File: src/rtl/lcd_pkg.sv
`default_nettype none
// ============================================================================
// lcd_pkg: opcode encodings, address constants and AC stepping for the
//          HD44780-style bus responder.                     Rev 1.0
// ============================================================================
package lcd_pkg;

  localparam logic [6:0] LINE0_BASE = 7'h00;
  localparam logic [6:0] LINE1_BASE = 7'h40;
  localparam logic [7:0] SPACE      = 8'h20;

  localparam int BUSY_CYCLES_DEFAULT  = 2000;
  localparam int CLEAR_CYCLES_DEFAULT = 82000;

  localparam logic [7:0] OP_SET_DDRAM_MASK = 8'h80;
  localparam logic [7:0] OP_SET_DDRAM      = 8'h80;
  localparam logic [7:0] OP_FUNC_MASK      = 8'hE0;
  localparam logic [7:0] OP_FUNC           = 8'h20;
  localparam logic [7:0] OP_SHIFT_MASK     = 8'hF0;
  localparam logic [7:0] OP_SHIFT          = 8'h10;
  localparam logic [7:0] OP_DISPLAY_MASK   = 8'hF8;
  localparam logic [7:0] OP_DISPLAY        = 8'h08;
  localparam logic [7:0] OP_ENTRY_MASK     = 8'hFC;
  localparam logic [7:0] OP_ENTRY          = 8'h04;
  localparam logic [7:0] OP_HOME_MASK      = 8'hFE;
  localparam logic [7:0] OP_HOME           = 8'h02;
  localparam logic [7:0] OP_CLEAR_MASK     = 8'hFF;
  localparam logic [7:0] OP_CLEAR          = 8'h01;

  typedef enum logic [2:0] {
    CMD_NOP,
    CMD_CLEAR,
    CMD_HOME,
    CMD_ENTRY,
    CMD_DISPLAY,
    CMD_SHIFT,
    CMD_FUNC,
    CMD_SET_DDRAM
  } cmd_e;

  // Highest set bit selects the instruction.
  function automatic cmd_e cmd_decode(input logic [7:0] db);
    if ((db & OP_SET_DDRAM_MASK) == OP_SET_DDRAM) return CMD_SET_DDRAM;
    if ((db & OP_FUNC_MASK)      == OP_FUNC)      return CMD_FUNC;
    if ((db & OP_SHIFT_MASK)     == OP_SHIFT)     return CMD_SHIFT;
    if ((db & OP_DISPLAY_MASK)   == OP_DISPLAY)   return CMD_DISPLAY;
    if ((db & OP_ENTRY_MASK)     == OP_ENTRY)     return CMD_ENTRY;
    if ((db & OP_HOME_MASK)      == OP_HOME)      return CMD_HOME;
    if ((db & OP_CLEAR_MASK)     == OP_CLEAR)     return CMD_CLEAR;
    return CMD_NOP;
  endfunction

  // AC walks line 0 then line 1 as one 32-character ring.
  function automatic logic [6:0] ac_step(input logic [6:0] ac, input logic id);
    logic [6:0] nxt;
    if (id) begin
      if (ac == LINE0_BASE + 7'h0F)      nxt = LINE1_BASE;
      else if (ac == LINE1_BASE + 7'h0F) nxt = LINE0_BASE;
      else                               nxt = ac + 7'd1;
    end else begin
      if (ac == LINE0_BASE)              nxt = LINE1_BASE + 7'h0F;
      else if (ac == LINE1_BASE)         nxt = LINE0_BASE + 7'h0F;
      else                               nxt = ac - 7'd1;
    end
    return nxt;
  endfunction

endpackage
`default_nettype wire

File: src/rtl/lcd_bus_sync.sv
`default_nettype none
// ============================================================================
// lcd_bus_sync: 2-flop synchronizers for RS, RW, E, DB and E falling-edge
//               detection.                                  Rev 1.0
// ============================================================================
module lcd_bus_sync (
  input  logic       clk,
  input  logic       rst_n,
  input  logic       i_rs,
  input  logic       i_rw,
  input  logic       i_e,
  input  logic [7:0] i_db,
  output logic       o_rs,
  output logic       o_rw,
  output logic       o_e,
  output logic [7:0] o_db,
  output logic       o_e_fall
);

  logic [10:0] r_meta;
  logic [10:0] r_sync;
  logic        r_e_d;

  always_ff @(posedge clk or negedge rst_n) begin
    if (!rst_n) begin
      r_meta <= '0;
      r_sync <= '0;
      r_e_d  <= 1'b0;
    end else begin
      r_meta <= {i_rs, i_rw, i_e, i_db};
      r_sync <= r_meta;
      r_e_d  <= r_sync[8];
    end
  end

  assign {o_rs, o_rw, o_e, o_db} = r_sync;
  assign o_e_fall = r_e_d & ~r_sync[8];

endmodule
`default_nettype wire

File: src/rtl/lcd_bus_responder.sv
`default_nettype none
// ============================================================================
// lcd_bus_responder: HD44780-style bus slave keeping a 2x16 character shadow,
//                    display flags, busy timing and read-back.  Rev 1.0
// ============================================================================
module lcd_bus_responder
  import lcd_pkg::*;
#(
  parameter int BUSY_CYCLES  = BUSY_CYCLES_DEFAULT,
  parameter int CLEAR_CYCLES = CLEAR_CYCLES_DEFAULT
) (
  input  logic       clock50MHz,
  input  logic       reset,
  input  logic       RS,
  input  logic       RW,
  input  logic       E,
  input  logic [7:0] DB_in,
  output logic [7:0] DB_out,
  output logic       DB_oe,
  output logic       busy,
  output logic [6:0] addr_counter,
  output logic       display_on,
  output logic       cursor_on,
  output logic       blink_on,
  input  logic [4:0] peek_idx,
  output logic [7:0] peek_char,
  output logic       overrun
);

  localparam int c_max_cycles = (CLEAR_CYCLES > BUSY_CYCLES) ? CLEAR_CYCLES : BUSY_CYCLES;
  localparam int c_cnt_w      = (c_max_cycles > 2) ? $clog2(c_max_cycles) : 1;
  localparam logic [c_cnt_w-1:0] c_busy_load  = c_cnt_w'(BUSY_CYCLES - 1);
  localparam logic [c_cnt_w-1:0] c_clear_load = c_cnt_w'(CLEAR_CYCLES - 1);

  logic       w_rs, w_rw, w_e, w_e_fall;
  logic [7:0] w_db;
  logic [4:0] w_ac_idx;

  logic [7:0]         r_buf [32];
  logic [6:0]         r_ac;
  logic               r_id;
  logic               r_disp, r_cur, r_blink;
  logic               r_busy;
  logic [c_cnt_w-1:0] r_cnt;
  logic               r_pend;
  logic               r_cap_rs, r_cap_rw;
  logic [7:0]         r_cap_db;
  logic [7:0]         r_db_out;
  logic               r_db_oe;
  logic               r_overrun;

  lcd_bus_sync u_sync (
    .clk      (clock50MHz),
    .rst_n    (reset),
    .i_rs     (RS),
    .i_rw     (RW),
    .i_e      (E),
    .i_db     (DB_in),
    .o_rs     (w_rs),
    .o_rw     (w_rw),
    .o_e      (w_e),
    .o_db     (w_db),
    .o_e_fall (w_e_fall)
  );

  // Buffer index is {line, column}; AC bits 5:4 never address storage.
  assign w_ac_idx = {r_ac[6], r_ac[3:0]};

  always_ff @(posedge clock50MHz or negedge reset) begin
    if (!reset) begin
      for (int i = 0; i < 32; i++) r_buf[i] <= SPACE;
      r_ac      <= LINE0_BASE;
      r_id      <= 1'b1;
      r_disp    <= 1'b0;
      r_cur     <= 1'b0;
      r_blink   <= 1'b0;
      r_busy    <= 1'b0;
      r_cnt     <= '0;
      r_pend    <= 1'b0;
      r_cap_rs  <= 1'b0;
      r_cap_rw  <= 1'b0;
      r_cap_db  <= 8'h00;
      r_db_out  <= 8'h00;
      r_db_oe   <= 1'b0;
      r_overrun <= 1'b0;
    end else begin
      // Strobe end: status reads carry no side effect, everything else is
      // either queued for commit or rejected as an overrun.
      r_pend <= 1'b0;
      if (w_e_fall && !(w_rw && !w_rs)) begin
        if (r_busy) begin
          r_overrun <= 1'b1;
        end else begin
          r_pend   <= 1'b1;
          r_cap_rs <= w_rs;
          r_cap_rw <= w_rw;
          r_cap_db <= w_db;
        end
      end

      if (r_busy) begin
        if (r_cnt != '0) r_cnt  <= r_cnt - c_cnt_w'(1);
        else             r_busy <= 1'b0;
      end

      // Commit; a busy load here overrides the countdown above.
      if (r_pend) begin
        if (r_cap_rw) begin
          r_ac <= ac_step(r_ac, r_id);
        end else if (r_cap_rs) begin
          r_buf[w_ac_idx] <= r_cap_db;
          r_ac   <= ac_step(r_ac, r_id);
          r_busy <= 1'b1;
          r_cnt  <= c_busy_load;
        end else begin
          case (cmd_decode(r_cap_db))
            CMD_SET_DDRAM: begin
              r_ac   <= {r_cap_db[6], 2'b00, r_cap_db[3:0]};
              r_busy <= 1'b1;
              r_cnt  <= c_busy_load;
            end
            CMD_FUNC, CMD_SHIFT: begin
              r_busy <= 1'b1;
              r_cnt  <= c_busy_load;
            end
            CMD_DISPLAY: begin
              r_disp  <= r_cap_db[2];
              r_cur   <= r_cap_db[1];
              r_blink <= r_cap_db[0];
              r_busy  <= 1'b1;
              r_cnt   <= c_busy_load;
            end
            CMD_ENTRY: begin
              r_id   <= r_cap_db[1];
              r_busy <= 1'b1;
              r_cnt  <= c_busy_load;
            end
            CMD_HOME: begin
              r_ac   <= LINE0_BASE;
              r_busy <= 1'b1;
              r_cnt  <= c_clear_load;
            end
            CMD_CLEAR: begin
              for (int i = 0; i < 32; i++) r_buf[i] <= SPACE;
              r_ac   <= LINE0_BASE;
              r_id   <= 1'b1;
              r_busy <= 1'b1;
              r_cnt  <= c_clear_load;
            end
            default: ;
          endcase
        end
      end

      // Read drive follows the synchronized strobe level every cycle.
      if (w_e && w_rw) begin
        r_db_oe  <= 1'b1;
        r_db_out <= w_rs ? r_buf[w_ac_idx] : {r_busy, r_ac};
      end else begin
        r_db_oe  <= 1'b0;
      end
    end
  end

  assign DB_out       = r_db_out;
  assign DB_oe        = r_db_oe;
  assign busy         = r_busy;
  assign addr_counter = r_ac;
  assign display_on   = r_disp;
  assign cursor_on    = r_cur;
  assign blink_on     = r_blink;
  assign overrun      = r_overrun;
  assign peek_char    = r_buf[peek_idx];

endmodule
`default_nettype wire

File: config.mk
export PLATFORM = sky130hd
export DESIGN_NAME = lcd_bus_responder
export DESIGN_NICKNAME = d
export VERILOG_FILES = /design/src/rtl/lcd_pkg.sv /design/src/rtl/lcd_bus_sync.sv /design/src/rtl/lcd_bus_responder.sv
export SDC_FILE = /design/constraint.sdc
export NUM_CORES = 1
export LEC_CHECK = 0
export BUFFER_PORTS_ARGS = -buffer_cell sky130_fd_sc_hd__buf_4
export CAP_MARGIN = 30
export CELL_PAD_IN_SITES_DETAIL_PLACEMENT = 0
export CELL_PAD_IN_SITES_GLOBAL_PLACEMENT = 1
export CORE_MARGIN = 4
export CORE_UTILIZATION = 47
export CTS_BUF_LIST = sky130_fd_sc_hd__clkbuf_16
export CTS_CLUSTER_SIZE = 30
export DETAILED_ROUTE_END_ITERATION = 8
export PLACE_DENSITY_LB_ADDON = 0.1
export SLEW_MARGIN = 20
export SYNTH_ARGS = -nofsm -noshare
export SYNTH_HDL_FRONTEND = slang
export SYNTH_HIERARCHICAL = 1
export SYNTH_SLANG_ARGS = --single-unit
File: constraint.sdc
create_clock -name clock50MHz -period 4.4 [get_ports clock50MHz]
set_input_delay 1.32 -clock clock50MHz [delete_from_list [all_inputs] [get_ports clock50MHz]]
set_output_delay 1.32 -clock clock50MHz [all_outputs]
set_load 0.02 [all_outputs]
==> summary.txt, run 1 <==
Logic synthesis
  – EDFF count, synth: 0
  – Synth top area share: 43.7%
  – Top FF cell, synth: dfrtp_1
  – Mean Syn Cell Area: 13.0 um^2
  – Ranking of synthesized cells by area: dfrtp_1 44%, mux4_2 17%, a22o_1 5.9%, o2bb2ai_1 5.8%, dfstp_2 5.1%
  – Synth unique cells: 69
  – Area leader, netlist: dfrtp_1
  – Syn_nets: 1329
  – Register area share after synthesis: 48.8%
  – Cells after Synth: 1305
  – Post-Syn Area: 17000 um^2
  – Async SR Flop Fraction: 100%
  – Yosys warns: 6
  – Yosys reg bits: 329

Power and ir drop
  – Pwr Total: 10.3 mW
  – Pleak: 8.15 nW
  – VDD IR max: 0.416 mV
  – Cell Pwr Density: 532 nW/um^2

STA
  – RSZ-0062 raised after global routing: yes
  – Final worst slack: -0.0522 ns
  – Hold Vio Cnt, Final: 0
  – Highest clock rate: 0.225 GHz
  – Final period util: 101%
  – Slew Limit Headroom: 32.5%
  – Skew final: 0.0217 ns
  – Slew Limit Fails: 0
  – Worst Tran Pin Value: 1.00 ns
  – Hold slack: 0.347 ns
  – Period minus WS final: 4.45 ns
  – Setup violators final: 8

Floorplan
  – Die ar.: 39200 um^2
  – Initial core utilization: 47.7%
  – IO Pins: 47
  – Die W: 198 um
  – Num rows: 69
  – Die Ht: 198 um
  – Core footprint: 35600 um^2

Detailed routing
  – Routed WL: 59400 um
  – Antenna-violating nets left: 0
  – Vias per inst: 6.98
  – DRT Pass-1 Iters: 5
  – DRC viols: 0
  – DR vias: 12755
  – DR iter-0 viols: 1412
  – WL/cell: 32.5 um

Final layout
  – # nets final: 1362
  – Layout area overhead: 14.4%
  – Fraction of layout cells with a size suffix above 1: 27.7%
  – Design area: 19400 um^2
  – Ant diodes: 0

Worst setup path
  – Worst EP arrival: 3.13 ns
  – CP Class: in2out
  – CP dominant cell by count: mux4_2
  – CP max-delay cell: mux4_2
  – CP Capture Type: primary output
  – Peak fanout along the critical path: 6
  – Worst EP required: 3.08 ns
  – Type of origin of the critical path: primary input
  – Max stage delay on crit path: 0.54 ns
  – Crit path cell chain: buf_16 > buf_12 > mux4_2 > mux4_2 > mux2_4 > buf_6

Placed design
  – Post-Place Cell Area: 18000 um^2
  – Port bufs: 46
  – GPL Wtd Cong: 1.04
  – DPL Wire Length: 41900 um

CTS
  – TritonCTS Buffers: 38
  – Num Clock Sinks: 329
  – Hold Buf Count CTS: 0
  – Clock-pin slew on the worst setup and hold paths: 0.06 ns
  – Root Buffer: clkbuf_16
  – H-Tree Depth: 2
  – Clock insertion delay at the later pin of the skew report: 0.56 ns
  – Max clock buf depth: 3
  – CTS tree: done

Global routing
  – Initial antenna violation count: 0
  – Largest net degree at the start of global routing: 113
  – Grt peak-use layer: met2
  – Vias in the first global route: 12714
  – Global routing met2 resource utilization: 46.1%
  – Total GRT Usage: 30.7%
  – First-pass GRT wire length: 88400 um
  – GR Util met3: 5.65%
  – Grt met1 use: 42.3%
  – Total congestion overflow: 0

Worst hold path
  – Hold Crit Class: reg2reg

Flow run
  – Max cap viols: 0

Run status
  – Status: finished with violations
  – Failing checks: negative setup slack
==> metrics by stage <==
step                      util, %  setup slack (ns)  TNS (ns)  cells
final                        54.6           -0.0522    -0.235   1827
after global routing         54.6           -0.0653    -0.353   1827
after CTS                    54.4           -0.0647    -0.427   1824
after detailed placement     50.5            -0.188     -1.36   1752
after global placement       50.2            -0.189     -1.37   1743
after floorplan                 -           0.00841         0   1305
==> worst paths after layout <==
path	start	to	slack, ns	cells past startpoint
hold reg to reg	u_sync/r_meta[10]	u_sync/r_sync[10]	0.35	0
max in group asynchronous	reset	r_buf[205]	2.60	2
hold / removal	u_sync/r_meta[10]	u_sync/r_sync[10]	0.35	0
setup / recovery	peek_idx[0]	peek_char[0]	-0.05	6
min in group asynchronous	reset	r_cnt[10]	0.84	1
setup reg to reg	addr_counter[1]	r_buf[255]	0.78	6
==> routing by layer <==
layer / wire [um] / part of all wire [%] / up-vias
met3: 4580 / 7.7 / 203
met4: 4110 / 6.9 / 0
li1: - / - / 5239
met5: 0 / 0 / -
met2: 26900 / 45 / 697
met1: 23900 / 40 / 6616
==> repair_timing <==
| item | in CTS | in global routing |
|---|---|---|
| resized for setup | 22 | 4 |
| cloned | 4 | 2 |
| hold endpoints to repair | 0 | 0 |
| buffers inserted | 0 | 0 |
| setup endpoints to repair | 8 | 8 |
==> layout by cell type, fill, tap and decap left out, drive strengths merged, types with 17 or more instances in the layout <==
cell / n
a21o: 17
a21oi: 37
a22o: 114
a22oi: 19
buf: 97
clkbuf: 41
dfrtp: 296
dfstp: 33
inv: 56
mux2: 36
mux2i: 22
mux4: 131
nand2: 46
nand3: 26
nor2: 58
o21ai: 26
o21bai: 19
o2bb2ai: 112
==> state kept, by name, indices dropped and copies added, names as in the netlist, 7 cells and up <==
signal and flops:
u_sync/r_meta 11, r_cnt 17, r_buf 256, u_sync/r_sync 11
addr_counter 7, r_cap_db 8, DB_out 8
==> cells in the mapped netlist, drive strengths merged (5+ instances only) <==
library cell and instances:
a2111oi 5, a21o 17, a21oi 37, a22o 114, a22oi 19, and2 8, and3 5, buf 36
clkbuf 70, dfrtp 296, dfstp 33, ha 6, inv 43, mux2 36, mux2i 22, mux4 131
nand2 46, nand2b 8, nand3 26, nand4 7, nor2 58, nor2b 7, nor3 13, nor4 6
o211ai 10, o21ai 26, o21bai 19, o2bb2ai 112, or2 6, or3 10, or4 5, xor2 10
==> cells by family (layout without fill, tap and decap cells) <==
logic type,after synthesis,count (layout),synth area share [%]
adder cells (fa/ha/maj),6,6,0.443
multiplexers,189,189,21.1
XOR/XNOR,14,14,0.723
AND/OR/NAND/NOR,221,221,6.66
AO/OA/AOI/OAI,396,396,18.8
buffers and inverters,150,211,3.52
flip-flops,329,329,48.8
==> worst max-delay path: cells and delay by family <==
kind	cells	cell delay (ns)
buf+inv	3	0.41
mux	3	1.39
==> report_power, final <==
group / internal, mW / switching (mW) / total [mW]
clock: 1.79 / 1.28 / 3.07
combinational: 1.23 / 1.63 / 2.87
sequential: 3.57 / 0.816 / 4.39
total: 6.59 / 3.73 / 10.3
==> final cells by class <==
cell class              instances  area, um^2
clock buffers                  39         976
clock inverters                29         223
fillers                      3021       16200
inverters                      44         165
multi-input cells             826        8130
flip-flops and latches        329        8280
well taps                     461         577
repair buffers                 99        1060
Note: power is estimated with default switching activity, not from simulation.
==> run 2, diff against run 1 <==
Settings changed: CORE_UTILIZATION 47 to 52.
Clock period 4.4 ns to 4.1 ns, I/O delays scaled along.
==> run 2 against run 1 <==
Against the previous run:
- the run still ends with negative setup slack left
- total power rose by 8.6%
- design area up 0.15%
- worst setup slack worse by 0.11 ns
- clock skew fell by 0.0096 ns
- count of clock-buffer cells in the layout did not move
- non-clock buffer count up 4
- utilization grew 6.4 points
- critical path depth stayed put
- first-iteration DRC count grew 13%
- critical path type unchanged
- largest power group unchanged
==> summary.txt, run 2 (synthesis results as in run 1) <==
STA
  – Setup_tns: -1.03 ns
  – Final worst slack: -0.159 ns
  – Period minus WS final: 4.26 ns
  – Slew Limit Fails: 0
  – Highest clock rate: 0.235 GHz
  – Final period util: 104%
  – Hold Vio Cnt, Final: 0
  – Skew final: 0.0121 ns
  – Slew Limit Headroom: 30.5%
  – Hold slack: 0.342 ns
  – Worst Tran Pin Value: 1.04 ns
  – Setup violators final: 8
  – RSZ-0062 raised after global routing: yes

Worst hold path
  – Hold Crit Class: reg2reg

Final layout
  – Max reg flops: 256
  – Design area: 19400 um^2
  – Reg with most FFs: r_buf
  – # nets final: 1365
  – Ant diodes: 0
  – Commonest non-fill, non-tap cell in the layout: dfrtp_1
  – Layout area overhead: 14.6%
  – Sequential cell area: 8280 um^2
  – Biggest regs: r_buf: 256 flops, r_cnt: 17 flops
  – # fillers: 2474
  – Commonest cells after routing, fill and taps aside: 293 x dfrtp_1, 131 x mux4_2, 114 x a22o_1
  – Non-Filler Instances: 1805
  – Multi-input gate area: 8130 um^2
  – Fraction of layout cells with a size suffix above 1: 28.0%

Placed design
  – Place WS: -0.304 ns
  – Port bufs: 46
  – DPL Wire Length: 40100 um
  – Post-Place Cell Area: 17900 um^2
  – GPL Wtd Cong: 1.02
  – Placed cell count: 1729

Detailed routing
  – Antenna-violating nets left: 0
  – DR vias: 12700
  – DR iter-0 viols: 1592
  – DRC viols: 0
  – DRT Pass-1 Iters: 5
  – Routed WL: 56900 um
  – WL/cell: 31.5 um
  – Vias per inst: 7.04

Flow run
  – Max cap viols: 0

Floorplan
  – Num rows: 65
  – Die ar.: 35600 um^2
  – Die Ht: 189 um
  – Die W: 189 um
  – Core footprint: 31900 um^2
  – Initial core utilization: 53.2%
  – IO Pins: 47

CTS
  – Clock-pin slew on the worst setup and hold paths: 0.06 ns
  – H-Tree Depth: 2
  – Clock insertion delay at the later pin of the skew report: 0.54 ns
  – Num Clock Sinks: 329
  – Root Buffer: clkbuf_16
  – CTS tree: done
  – Max clock buf depth: 3
  – TritonCTS Buffers: 37

Worst setup path
  – Worst EP arrival: 3.03 ns
  – Type of origin of the critical path: primary input
  – Worst EP required: 2.87 ns
  – CP Capture Type: primary output
  – Peak fanout along the critical path: 8
  – CP Class: in2out

Global routing
  – Vias in the first global route: 12742
  – Initial antenna violation count: 2
  – Largest net degree at the start of global routing: 90
  – Total congestion overflow: 0
  – First-pass GRT wire length: 86600 um
  – Total GRT Usage: 32.5%

Run status
  – Failing checks: negative setup slack
  – Status: finished with violations

Power and ir drop
  – Pleak: 8.20 nW
  – Cell Pwr Density: 576 nW/um^2
  – VDD IR max: 0.371 mV
-- run 2: timing repair --
item,CTS,global route
buffers inserted,0,0
hold buffers,0,0
gates resized for setup,26,5
cloned,5,0
endpoints found under the setup margin,8,8
-- run 2: final cells by class --
cell class / count / area share [%]
clock buffer: 39 / 5.02
clock inverter: 29 / 1.36
inverter: 44 / 0.850
multi-input combinational: 826 / 41.8
sequential: 329 / 42.6
tap: 435 / 2.80
timing repair buffer: 103 / 5.58
-- run 2: through the flow --
stage          util [%]  total power [mW]
2_1_floorplan         -              6.49
3_3_place_gp       56.1              7.70
3_5_place_dp       56.2              7.74
4_1_cts            60.8              11.2
5_1_grt            61.0              11.7
6_report           61.0              11.2
-- run 2: worst paths after layout --
check / slack (ns) / endpoint / startpoint / cells after the start
setup / recovery: -0.16 / peek_char[0] / peek_idx[0] / 6
hold / removal: 0.34 / u_sync/r_sync[10] / u_sync/r_meta[10] / 0
setup reg to reg: 0.74 / DB_out[5] / addr_counter[0] / 6
hold reg to reg: 0.34 / u_sync/r_sync[10] / u_sync/r_meta[10] / 0
max in group asynchronous: 2.43 / r_buf[69] / reset / 2
min in group asynchronous: 0.69 / r_cnt[5] / reset / 1
-- run 2: power by group --
part	leakage (nW)	internal [mW]	switching (mW)
Combinational	3.23	1.36	1.76
Clock	0.633	2.04	1.38
Sequential	4.33	3.83	0.841
-- run 2: critical path, cell delays in order --
cell	delay (ns)
buf_16	0.12
buf_12	0.15
mux4_2	0.52
mux4_2	0.53
mux2_4	0.32
buf_6	0.14
-- run 2: routing by layer --
metal,GRT usage [%],vias to the layer above,part of all wire [%]
met2,49.3,743,45
li1,-,5245,-
met1,45.9,6551,41
met3,6.41,157,8.4
met4,14.7,4,5.4
met5,0,-,0.044
